`src/rtl/timecode_pkg.sv`:
```
// Shared types and constants for the RTC timecode serial transmitter.
// Build with TIMECODE_PARITY_EN defined to append an even-parity bit after the data bits.
package timecode_pkg;

  typedef enum logic [2:0] {
    IDLE   = 3'd0,
    START  = 3'd1,
    DATA   = 3'd2,
    PARITY = 3'd3,
    STOP   = 3'd4
  } state_e;

  localparam logic LINE_IDLE  = 1'b1;
  localparam logic LINE_START = 1'b0;
  localparam logic LINE_STOP  = 1'b1;

  localparam int TIME_W_DEFAULT = 64;

`ifdef TIMECODE_PARITY_EN
  localparam int FRAME_OVERHEAD = 3;
`else
  localparam int FRAME_OVERHEAD = 2;
`endif

  localparam int FRAME_BITS = TIME_W_DEFAULT + FRAME_OVERHEAD;

  function automatic int frame_bits(input int time_w);
    return time_w + FRAME_OVERHEAD;
  endfunction

endpackage

```
`src/rtl/timecode_bit_timer.sv`:
```
// Bit-period timer: counts BIT_CLKS cycles per serial bit while a frame is active.
// bit_end marks the last cycle of a bit; pre_end marks the cycle before it.
module timecode_bit_timer #(
  parameter int BIT_CLKS = 8
) (
  input  logic clk,
  input  logic rst,
  input  logic active,
  input  logic clear,
  output logic bit_end,
  output logic pre_end
);

  localparam int CW = (BIT_CLKS > 1) ? $clog2(BIT_CLKS) : 1;
  localparam logic [CW-1:0] LAST_CNT = CW'(BIT_CLKS - 1);
  localparam logic [CW-1:0] PRE_CNT  = CW'(BIT_CLKS - 2);

  logic [CW-1:0] cnt_q, cnt_d;

  always_comb begin
    cnt_d = cnt_q;
    if (clear || !active) begin
      cnt_d = '0;
    end else if (cnt_q == LAST_CNT) begin
      cnt_d = '0;
    end else begin
      cnt_d = cnt_q + 1'b1;
    end
  end

  always_ff @(posedge clk) begin
    if (rst) begin
      cnt_q <= '0;
    end else begin
      cnt_q <= cnt_d;
    end
  end

  assign bit_end = active && (cnt_q == LAST_CNT);
  assign pre_end = active && (cnt_q == PRE_CNT);

endmodule

```
`src/rtl/timecode_tx.sv`:
```
// Serial transmitter for the RTC epoch: captures i_time on an accepted one_hz tick and
// sends START, TIME_W data bits LSB first, optional PARITY (TIMECODE_PARITY_EN), STOP.
//
// state  | meaning
// IDLE   | line high, waiting for one_hz & enable
// START  | start bit (line low)
// DATA   | data bits, shreg_q[0] on the line
// PARITY | even parity of the captured word (TIMECODE_PARITY_EN builds only)
// STOP   | stop bit (line high); frame_done on its last cycle
module timecode_tx
  import timecode_pkg::*;
#(
  parameter int BASE_FREQ = 1024,
  parameter int BIT_CLKS  = 8,
  parameter int TIME_W    = 64
) (
  input  logic              clk,
  input  logic              rst,
  input  logic              enable,
  input  logic              one_hz,
  input  logic [TIME_W-1:0] i_time,
  output logic              tx,
  output logic              busy,
  output logic              frame_done,
  output logic              overrun
);

  localparam int BW = (TIME_W > 1) ? $clog2(TIME_W) : 1;
  localparam logic [BW-1:0] LAST_BIT = BW'(TIME_W - 1);

  if (frame_bits(TIME_W) * BIT_CLKS >= BASE_FREQ) begin : g_bad_frame_len
    $error("timecode_tx: frame does not fit in one second");
  end
  if (BIT_CLKS < 2) begin : g_bad_bit_clks
    $error("timecode_tx: BIT_CLKS must be at least 2");
  end

  state_e            state_q, state_d;
  logic [TIME_W-1:0] shreg_q, shreg_d;
  logic [BW-1:0]     bit_cnt_q, bit_cnt_d;
  logic              tx_q, tx_d;
  logic              busy_q, busy_d;
  logic              frame_done_q, frame_done_d;
  logic              start_frame;
  logic              bit_end;
  logic              pre_end;
  logic              parity_bit;

  assign start_frame = (state_q == IDLE) && one_hz && enable;

  timecode_bit_timer #(
    .BIT_CLKS (BIT_CLKS)
  ) u_bit_timer (
    .clk     (clk),
    .rst     (rst),
    .active  (state_q != IDLE),
    .clear   (start_frame),
    .bit_end (bit_end),
    .pre_end (pre_end)
  );

`ifdef TIMECODE_PARITY_EN
  logic parity_q, parity_d;

  assign parity_d = start_frame ? ^i_time : parity_q;

  always_ff @(posedge clk) begin
    if (rst) begin
      parity_q <= 1'b0;
    end else begin
      parity_q <= parity_d;
    end
  end

  assign parity_bit = parity_d;
`else
  assign parity_bit = 1'b0;
`endif

  always_comb begin
    state_d   = state_q;
    shreg_d   = shreg_q;
    bit_cnt_d = bit_cnt_q;
    case (state_q)
      IDLE: begin
        if (start_frame) begin
          shreg_d   = i_time;
          bit_cnt_d = '0;
          state_d   = START;
        end
      end
      START: begin
        if (bit_end) state_d = DATA;
      end
      DATA: begin
        if (bit_end) begin
          if (bit_cnt_q == LAST_BIT) begin
            bit_cnt_d = '0;
`ifdef TIMECODE_PARITY_EN
            state_d   = PARITY;
`else
            state_d   = STOP;
`endif
          end else begin
            bit_cnt_d = bit_cnt_q + 1'b1;
            shreg_d   = shreg_q >> 1;
          end
        end
      end
`ifdef TIMECODE_PARITY_EN
      PARITY: begin
        if (bit_end) state_d = STOP;
      end
`endif
      STOP: begin
        if (bit_end) state_d = IDLE;
      end
      default: state_d = IDLE;
    endcase
  end

  // Line level is decoded from the next state so tx comes straight off a flop.
  always_comb begin
    tx_d = LINE_IDLE;
    case (state_d)
      IDLE:    tx_d = LINE_IDLE;
      START:   tx_d = LINE_START;
      DATA:    tx_d = shreg_d[0];
      PARITY:  tx_d = parity_bit;
      STOP:    tx_d = LINE_STOP;
      default: tx_d = LINE_IDLE;
    endcase
    busy_d       = (state_d != IDLE);
    frame_done_d = (state_q == STOP) && pre_end;
  end

  always_ff @(posedge clk) begin
    if (rst) begin
      state_q      <= IDLE;
      shreg_q      <= '0;
      bit_cnt_q    <= '0;
      tx_q         <= LINE_IDLE;
      busy_q       <= 1'b0;
      frame_done_q <= 1'b0;
    end else begin
      state_q      <= state_d;
      shreg_q      <= shreg_d;
      bit_cnt_q    <= bit_cnt_d;
      tx_q         <= tx_d;
      busy_q       <= busy_d;
      frame_done_q <= frame_done_d;
    end
  end

  assign tx         = tx_q;
  assign busy       = busy_q;
  assign frame_done = frame_done_q;
  // Flags the dropped tick in the same cycle it arrives.
  assign overrun    = one_hz && (state_q != IDLE);

endmodule

```
`config.mk`:
```
export PLATFORM = sky130hd
export DESIGN_NAME = timecode_tx
export DESIGN_NICKNAME = d
export VERILOG_FILES = /design/src/rtl/timecode_pkg.sv /design/src/rtl/timecode_bit_timer.sv /design/src/rtl/timecode_tx.sv
export SDC_FILE = /design/constraint.sdc
export NUM_CORES = 1
export LEC_CHECK = 0
export CORE_ASPECT_RATIO = 1.4
export CORE_MARGIN = 2
export CORE_UTILIZATION = 54
export CTS_BUF_LIST = sky130_fd_sc_hd__clkbuf_8
export DETAILED_ROUTE_END_ITERATION = 12
export PLACE_DENSITY = 0.8
export RECOVER_POWER = 50
export SYNTH_ARGS = -nofsm -noshare
export SYNTH_HDL_FRONTEND = slang
export SYNTH_HIERARCHICAL = 1
export SYNTH_SLANG_ARGS = --single-unit
```
`constraint.sdc`:
```
create_clock -name clk -period 2.6 [get_ports clk]
set_clock_uncertainty 0.2 [all_clocks]
set_input_delay 0.52 -clock clk [delete_from_list [all_inputs] [get_ports clk]]
set_output_delay 0.52 -clock clk [all_outputs]
set_load 0.005 [all_outputs]
```
Yosys cells after proc, flatten, opt, wreduce, memory -nomap -nowiden

Index checks and enable logic that the tools add are counted.

Register bits: 79
Bits of input ports: 68
Output and inout port bits: 4
Word-level logic and storage cells: 53

$add $sub $neg: 2
Equality and inequality tests: 12
Mux-type cells: 15
Reductions and logical operators: 16

Operators by type and width:

| operator                                               | count |
|---|---|
| two-way mux 64 bit                                     | 3 |
| one-hot mux 64 bit (2 select lines)                    | 1 |
| two-way mux 6 bit                                      | 3 |
| two-way mux 3 bit                                      | 5 |
| one-hot mux 3 bit (4 select lines)                     | 1 |
| one-hot mux 6 bit (2 select lines)                     | 1 |
| == test 3 x 2 -> 1 bit (second input constant)         | 3 |
| == test 3 bit (second input constant)                  | 3 |
| adder 6 x 1 -> 6 bit (second input constant)           | 1 |
| == test 3 x 1 -> 1 bit (second input constant)         | 2 |
| == test 6 bit (second input constant)                  | 1 |
| logical AND 1 bit                                      | 6 |
| nonzero test 3 bit                                     | 2 |
| inequality test 2 bit (second input constant)          | 2 |
| AND reduction 4 bit                                    | 1 |
| adder 3 x 1 -> 3 bit (second input constant)           | 1 |
| zero test 3 bit                                        | 1 |
| AND reduction 3 bit                                    | 1 |
| OR reduction 3 bit                                     | 1 |
| inequality test 2 x 1 -> 1 bit (second input constant) | 1 |
| one-hot mux 1 bit (2 select lines)                     | 1 |
| nonzero test 2 bit                                     | 1 |
| OR reduction 2 bit                                     | 1 |
| zero test 1 bit                                        | 1 |
| logical OR 1 bit                                       | 1 |

Logic depth before layout (Yosys ltp)

Gate-level depths: netlist (run 1).

Depth in word-level cells: 8
Mapped depth: 10
Depth with buffers taken out: 7

Hierarchy

Netlist (run 1), hierarchy kept.

By module, submodules not included:

| module             | times used | cells each | area each (µm²) | seq. area each (µm²) |
|---|---|---|---|---|
| timecode_tx        | 1          | 361        | 3545.9          | 1521.5 |
| timecode_bit_timer | 1          | 14         | 143.9           | 60.1 |

Worst setup path after synthesis (run 1)

OpenSTA, ideal clock, no wires.

Path type: register to register
From: reg state_q[0]
To: reg shreg_q[10]
Library setup time: 141 ps
Arrival: 1825 ps
Setup slack: 433 ps
Stages on the path, launching flop included: 11
Path buffers: 3
Clock period less this slack: 2167 ps
Path through: dfxtp_1 > buf_6 > nor3_2 > inv_1 > and2_2 > and4bb_2 > o21a_1 > buf_4 > buf_4 > a22oi_1 > o22ai_2

Elaborated cells between the ends (all ways): 12
Classes of those cells: eq/ne: 4; mux: 1; reduce/logical: 7

RTL lines:

| what                            | RTL line                 | source |
|---|---|---|
| start, declared                 | timecode_tx.sv:38        | `state_e state_q, state_d;` |
| start signal, assigned          | timecode_tx.sv:146       | `state_q <= state_d;` |
| nonzero test 3 bit              | timecode_tx.sv:56        | `.active (state_q != IDLE),` |
| logical AND 1 bit               | timecode_bit_timer.sv:39 | `assign bit_end = active && (cnt_q == LAST_CNT);` |
| named net bit_end               | timecode_tx.sv:45        | `logic bit_end;` |
| inequality test 2 bit (no line) | --                       |  |
| AND reduction 4 bit (no line)   | --                       |  |
| end signal, assigned            | timecode_tx.sv:147       | `shreg_q <= shreg_d;` |
| end, declared                   | timecode_tx.sv:39        | `logic [TIME_W-1:0] shreg_q, shreg_d;` |

The timed path passes the listed nets, and every way through them passes these cells.
A chain may end at the register's enable or synchronous reset.

Final worst setup path (run 1)

From: in one_hz
To: out overrun

Cells in the longest elaborated chain, start to end: 1

Ends and longest elaborated chain:

| what              | RTL line           | source |
|---|---|---|
| start, declared   | timecode_tx.sv:20  | `input logic one_hz,` |
| logical AND 1 bit | timecode_tx.sv:159 | `assign overrun = one_hz && (state_q != IDLE);` |
| end, declared     | timecode_tx.sv:25  | `output logic overrun` |

Every way passes these cells.

==> results of run 1 <==
==> report_power, final <==
part | switching, mW | internal, mW
logic | 0.129 | 0.185
clock network | 0.420 | 0.486
registers | 0.0291 | 1.26
==> flip-flops by register name, indices dropped and copies added (netlist names) <==
| signal | cells |
|---|---|
| u_bit_timer/cnt_q | 3 |
| frame_done | 1 |
| bit_cnt_q | 6 |
| shreg_q | 64 |
| tx | 1 |
| state_q | 3 |
| busy | 1 |
==> metrics by stage <==
step	std cells	area, um^2
after global routing	529	4566
after floorplan	375	3690
after CTS	529	4586
after detailed placement	514	4389
after global placement	514	4389
final	529	4566
==> worst min-delay path by stage <==
stage / from / endpoint / slack, ps / cells after the start
6_report: u_bit_timer/cnt_q[0]$_SDFF_PP0_ / u_bit_timer/cnt_q[0]$_SDFF_PP0_ / 270 / 1
5_1_grt: u_bit_timer/cnt_q[0]$_SDFF_PP0_ / u_bit_timer/cnt_q[0]$_SDFF_PP0_ / 300 / 1
4_1_cts: u_bit_timer/cnt_q[0]$_SDFF_PP0_ / u_bit_timer/cnt_q[0]$_SDFF_PP0_ / 270 / 1
3_5_place_dp: u_bit_timer/cnt_q[0]$_SDFF_PP0_ / u_bit_timer/cnt_q[0]$_SDFF_PP0_ / 260 / 1
3_3_place_gp: u_bit_timer/cnt_q[0]$_SDFF_PP0_ / u_bit_timer/cnt_q[0]$_SDFF_PP0_ / 230 / 1
2_1_floorplan: u_bit_timer/cnt_q[0]$_SDFF_PP0_ / u_bit_timer/cnt_q[0]$_SDFF_PP0_ / 220 / 1
==> final cells by class <==
class / instances / area [um^2]
inverters: 7 / 26.28
fillers: 513 / 2047
well taps: 92 / 115.1
clock inverters: 4 / 45.04
flip-flops and latches: 79 / 1582
clock buffers: 11 / 151.4
multi-input cells: 251 / 1799
repair buffers: 85 / 847.1
==> routing by layer <==
layer / global-route usage [%] / vias to the layer above / share of wire [%]
li1: - / 1512 / -
met1: 26.20 / 1458 / 44
met2: 35.30 / 68 / 51
met3: 4.577 / 8 / 3.3
met4: 10.21 / 0 / 1.3
met5: 0 / - / 0
==> cell families (layout without fill, tap and decap cells) <==
group / after synthesis / count (layout) / share of synthesized area (%)
AO/OA/AOI/OAI: 139 / 139 / 28.62
XOR/XNOR: 5 / 5 / 1.187
adder cells (fa/ha/maj): 4 / 4 / 1.356
buffers and inverters: 45 / 107 / 7.968
flip-flops: 79 / 79 / 42.86
multiplexers: 1 / 1 / 0.3052
AND/OR/NAND/NOR: 102 / 102 / 17.70
==> layout by cell type (no fill, tap or decap), types with 2 or more instances in the layout <==
cell type and n:
ha_1 4, buf_12 3, nand3_1 3, nor2_1 6
o22ai_1 52, dfxtp_1 79, nand2_1 9, nand2b_1 65
nor3_1 2, inv_1 7, a22oi_1 62, dlygate4sd3_1 4
or3_1 2, nand3b_1 3, clkdlybuf4s50_1 66, xnor2_1 5
a21oi_1 2, a211oi_1 2, buf_4 11, a2111oi_0 2
nor4_1 2, o22ai_2 10, clkinv_2 3, clkbuf_8 11
==> results.py, run 1 <==
metrics = {
    "die": {
        "pin_count": 72,
        "core-area_mm2": 0.006613,
        "initial_utilization_pct": 55.80,
        "fp.dieW_um": 73.86,
        "die_area_mm2": 0.007519,
        "chipHeight_um": 101.8,
        "rows": 35,
    },
    "yosys": {
        "synth_warnings": 6,
        "synthesis.area_mm2": 0.003690,
        "synth-edff-count": 0,
        "synthArstFlopShare_pct": 0,
        "ys_top_cells_by_count": "dfxtp_1, nand2b_1, a22oi_1, o22ai_1",
        "yosysSeqAreaShare_pct": 42.86,
        "synth_top_area_share_pct": 42.86,
        "syn_area_per_cell_um2": 9.839,
        "ys_ff_latch": 79,
        "synth_nets": 447,
        "synth_most_common_cell": "dfxtp_1",
        "yosys.area.top_type": "dfxtp_1",
        "synth_ff_type": "dfxtp_1",
        "netlist_instances": 375,
        "yosys.cell_types.count": 45,
        "synth.area.top_cells": "dfxtp_1, a22oi_1, nand2b_1",
    },
    "route": {
        "avgViaCountPerCell": 5.758,
        "ant_nets": 0,
        "dr.first_iter.drc_count": 252,
        "wl_per_cell_um": 14.56,
        "drtPass1Iterations": 5,
        "post-route-drc-count": 0,
        "vias": 3046,
        "routed_wl_um": 7703,
    },
    "clocking": {
        "cts_sinks": 79,
        "clk_latency_ps": 340,
        "htreeDepth": 3,
        "cts_resized": 0,
        "cts_setup_buffers": 0,
        "cts.root.buffer_cell": "clkbuf_8",
        "clk_pin_slew_ps": 80,
        "numCtsBuffers": 9,
        "cts_tree": "yes",
        "clk_path_buf_depth": 2,
        "ctsHoldBuffers": 0,
    },
    "flow_run": {
        "maxCapViolCount": 0,
    },
    "setup_path": {
        "start_kind": "input port",
        "arrival_ps": 1660,
        "startpoint": "one_hz",
        "cpMaxStageDelayCell": "dlygate4sd3_1",
        "path_cells": "dlygate4sd3_1 > and2b_1 > clkdlybuf4s50_1",
        "cp.depth": 3,
        "critPathRequiredTime_ps": 1880,
        "timing.critical_path.buf_inv": 2,
        "end_kind": "output port",
        "r2r-end": "shreg_q[49]$_SDFFE_PP0P_",
        "r2r_cells": 8,
        "crit_fanout": 2,
        "slowest_delay_ps": 540,
        "reg2reg_from": "u_bit_timer/cnt_q[0]$_SDFF_PP0_",
        "rrSetupSlack_ps": 320,
        "cp_top_family": "buffers and inverters",
        "crit_end": "overrun",
        "criticalPathCategory": "input port to output port",
    },
    "sta": {
        "final.period_utilization_pct": 91.44,
        "fmax_mhz": 420.6,
        "finalSetupViolCount": 0,
        "fin_crit_ps": 2377,
        "hold_viol": 0,
        "setup_ws_ps": 222.5,
        "worst_pin_slew_ps": 588.1,
        "holdWs_ps": 268.9,
        "maxSlewHeadroom_pct": 59.78,
        "rsz0062_at_grt": "no",
        "finalSetupTns_ps": 0,
        "slew_viol_final": 0,
    },
    "placed_design": {
        "port_buffers": 71,
        "pre_cts_slack_ps": 281.1,
        "gp_congestion": 0.8458,
        "place_hpwl_um": 5049,
    },
    "finish": {
        "drive_above_1_share_pct": 11.44,
        "area_delta_synth_final_pct": 23.74,
        "post-route-util_pct": 69.04,
        "n_antenna_cell": 0,
        "finalNetCount": 505,
    },
    "global_route": {
        "overflow": 0,
        "grt_usage_pct": 21.39,
        "grt_pass1_vias": 2797,
        "grt_antenna_before_repair": 0,
        "grt_pass1_wl_um": 12540,
        "grt_max_degree": 66,
    },
    "power_and_ir_drop": {
        "max-vdd-ir-drop_mv": 0.3553,
        "leakagePower_nw": 1.516,
        "p_per_area_mw_per_mm2": 550.4,
        "power_mw": 2.513,
    },
    "worst_hold_path": {
        "hp-class": "register to register",
    },
    "outcome": {
        "status": "completed",
    },
}
Power figures use the tool's default switching activity.
==> inputs of run 2 (changes only) <==
- CORE_UTILIZATION: 54 -> 58
- PLACE_DENSITY: 0.8 -> 0.88
- clock period: 2.6 -> 2.9 ns (I/O delays scaled with it)
==> results.py, run 2 (synthesized netlist as in run 1, its figures left out) <==
metrics = {
    "sta": {
        "slew_viol_final": 0,
        "fin_crit_ps": 2549,
        "maxSlewHeadroom_pct": 61.26,
        "hold_viol": 0,
        "fmax_mhz": 392.4,
        "worst_pin_slew_ps": 566.4,
        "final.period_utilization_pct": 87.89,
        "rsz0062_at_grt": "no",
        "holdWs_ps": 247.2,
        "finalSetupViolCount": 0,
        "finalSetupTns_ps": 0,
    },
    "route": {
        "avgViaCountPerCell": 5.984,
        "vias": 3010,
        "routed_wl_um": 7734,
        "drtPass1Iterations": 4,
        "wl_per_cell_um": 15.38,
        "post-route-drc-count": 0,
        "ant_nets": 0,
        "dr.first_iter.drc_count": 207,
    },
    "die": {
        "fp.dieW_um": 71.41,
        "initial_utilization_pct": 59.82,
        "die_area_mm2": 0.007025,
        "pin_count": 72,
        "chipHeight_um": 98.38,
        "rows": 34,
        "core-area_mm2": 0.006168,
    },
    "finish": {
        "nFillCells": 472,
        "regMostFlops": "shreg_q",
        "largest_register_ffs": 64,
        "layout_common_cells": "dfxtp_1, clkdlybuf4s50_1, nand2b_1",
        "n_antenna_cell": 0,
        "top_regs": "shreg_q: 64 flops, bit_cnt_q: 6 flops",
        "finalNetCount": 498,
        "drive_above_1_share_pct": 9.977,
        "final_common_cell": "dfxtp_1",
        "area_delta_synth_final_pct": 22.41,
    },
    "outcome": {
        "status": "completed",
    },
    "worst_hold_path": {
        "hp-class": "register to register",
        "min_path_cells": 1,
    },
    "clocking": {
        "cts_tree": "yes",
        "ctsHoldBuffers": 0,
        "cts.root.buffer_cell": "clkbuf_8",
        "numCtsBuffers": 9,
        "cts_setup_buffers": 0,
        "cts_sinks": 79,
        "cts_resized": 0,
        "clk_path_buf_depth": 2,
        "clk_pin_slew_ps": 80,
        "clk_latency_ps": 340,
        "htreeDepth": 3,
    },
    "placed_design": {
        "port_buffers": 71,
        "gp_congestion": 0.8340,
        "place_hpwl_um": 4924,
    },
    "global_route": {
        "overflow": 0,
        "grt_pass1_vias": 2920,
        "grt_pass1_wl_um": 13330,
        "grt_antenna_before_repair": 0,
        "grt_usage_pct": 23.20,
        "grt_max_degree": 64,
    },
    "power_and_ir_drop": {
        "leakagePower_nw": 1.490,
        "max-vdd-ir-drop_mv": 0.3319,
        "p_per_area_mw_per_mm2": 514.9,
    },
    "setup_path": {
        "cp_common_cell": "clkdlybuf4s50_1",
        "cpMaxStageDelayCell": "clkdlybuf4s50_1",
        "crit_fanout": 4,
        "critPathRequiredTime_ps": 2120,
        "path_cells": "clkdlybuf4s50_1 > and2b_1 > clkdlybuf4s50_1",
        "slowest_delay_ps": 560,
        "start_kind": "input port",
        "criticalPathCategory": "input port to output port",
        "arrival_ps": 1770,
        "end_kind": "output port",
        "r2r_cells": 8,
    },
    "flow_run": {
        "maxCapViolCount": 0,
    },
}
run 2: cell type report:
type / count / area [um^2] / area share, %
clock buffer: 10 / 137.6 / 3.047
clock inverter: 6 / 85.08 / 1.884
inverter: 7 / 26.28 / 0.5817
multi-input combinational: 251 / 1798 / 39.81
sequential: 79 / 1582 / 35.01
tap: 72 / 90.09 / 1.994
timing repair buffer: 78 / 798.3 / 17.67
run 2: worst max-delay path, delay by kind of cell:
family / cells / cell delay [ps]
buffers and inverters: 2 / 1040
AND/OR/NAND/NOR: 1 / 140
run 2: per-layer routing:
metal | up-vias | GRT usage [%] | part of all wire, %
met4 | 0 | 8.999 | 2.1
li1 | 1496 | - | -
met2 | 67 | 38.39 | 52
met1 | 1436 | 29.96 | 43
met3 | 11 | 3.818 | 3.8
met5 | - | 0 | 0
run 2: final timing paths:
check             slack (ps)                       startpoint                               to
setup / recovery         350                           one_hz                          overrun
hold / removal           250  u_bit_timer/cnt_q[0]$_SDFF_PP0_  u_bit_timer/cnt_q[0]$_SDFF_PP0_
setup reg to reg         380            state_q[1]$_SDFF_PP0_         shreg_q[37]$_SDFFE_PP0P_
hold reg to reg          250  u_bit_timer/cnt_q[0]$_SDFF_PP0_  u_bit_timer/cnt_q[0]$_SDFF_PP0_
run 2: through the flow:
| step | setup slack, ps | std cells | utilization, % | total power, mW | cell area, um^2 |
|---|---|---|---|---|---|
| 2_1_floorplan | 733.2 | 375 | - | 1.345 | 3690 |
| 3_3_place_gp | 338.3 | 487 | 69.90 | 1.455 | 4312 |
| 3_5_place_dp | 336.9 | 487 | 69.90 | 1.462 | 4312 |
| 4_1_cts | 332.3 | 503 | 73.51 | 2.345 | 4534 |
| 5_1_grt | 205.7 | 503 | 73.23 | 2.421 | 4517 |
| 6_report | 351.3 | 503 | 73.23 | 2.326 | 4517 |
run 2: power by group:
group          switching [mW]  total (mW)  internal (mW)
clock network           0.385       0.890          0.505
logic                   0.112       0.275          0.163
registers              0.0283        1.16           1.13
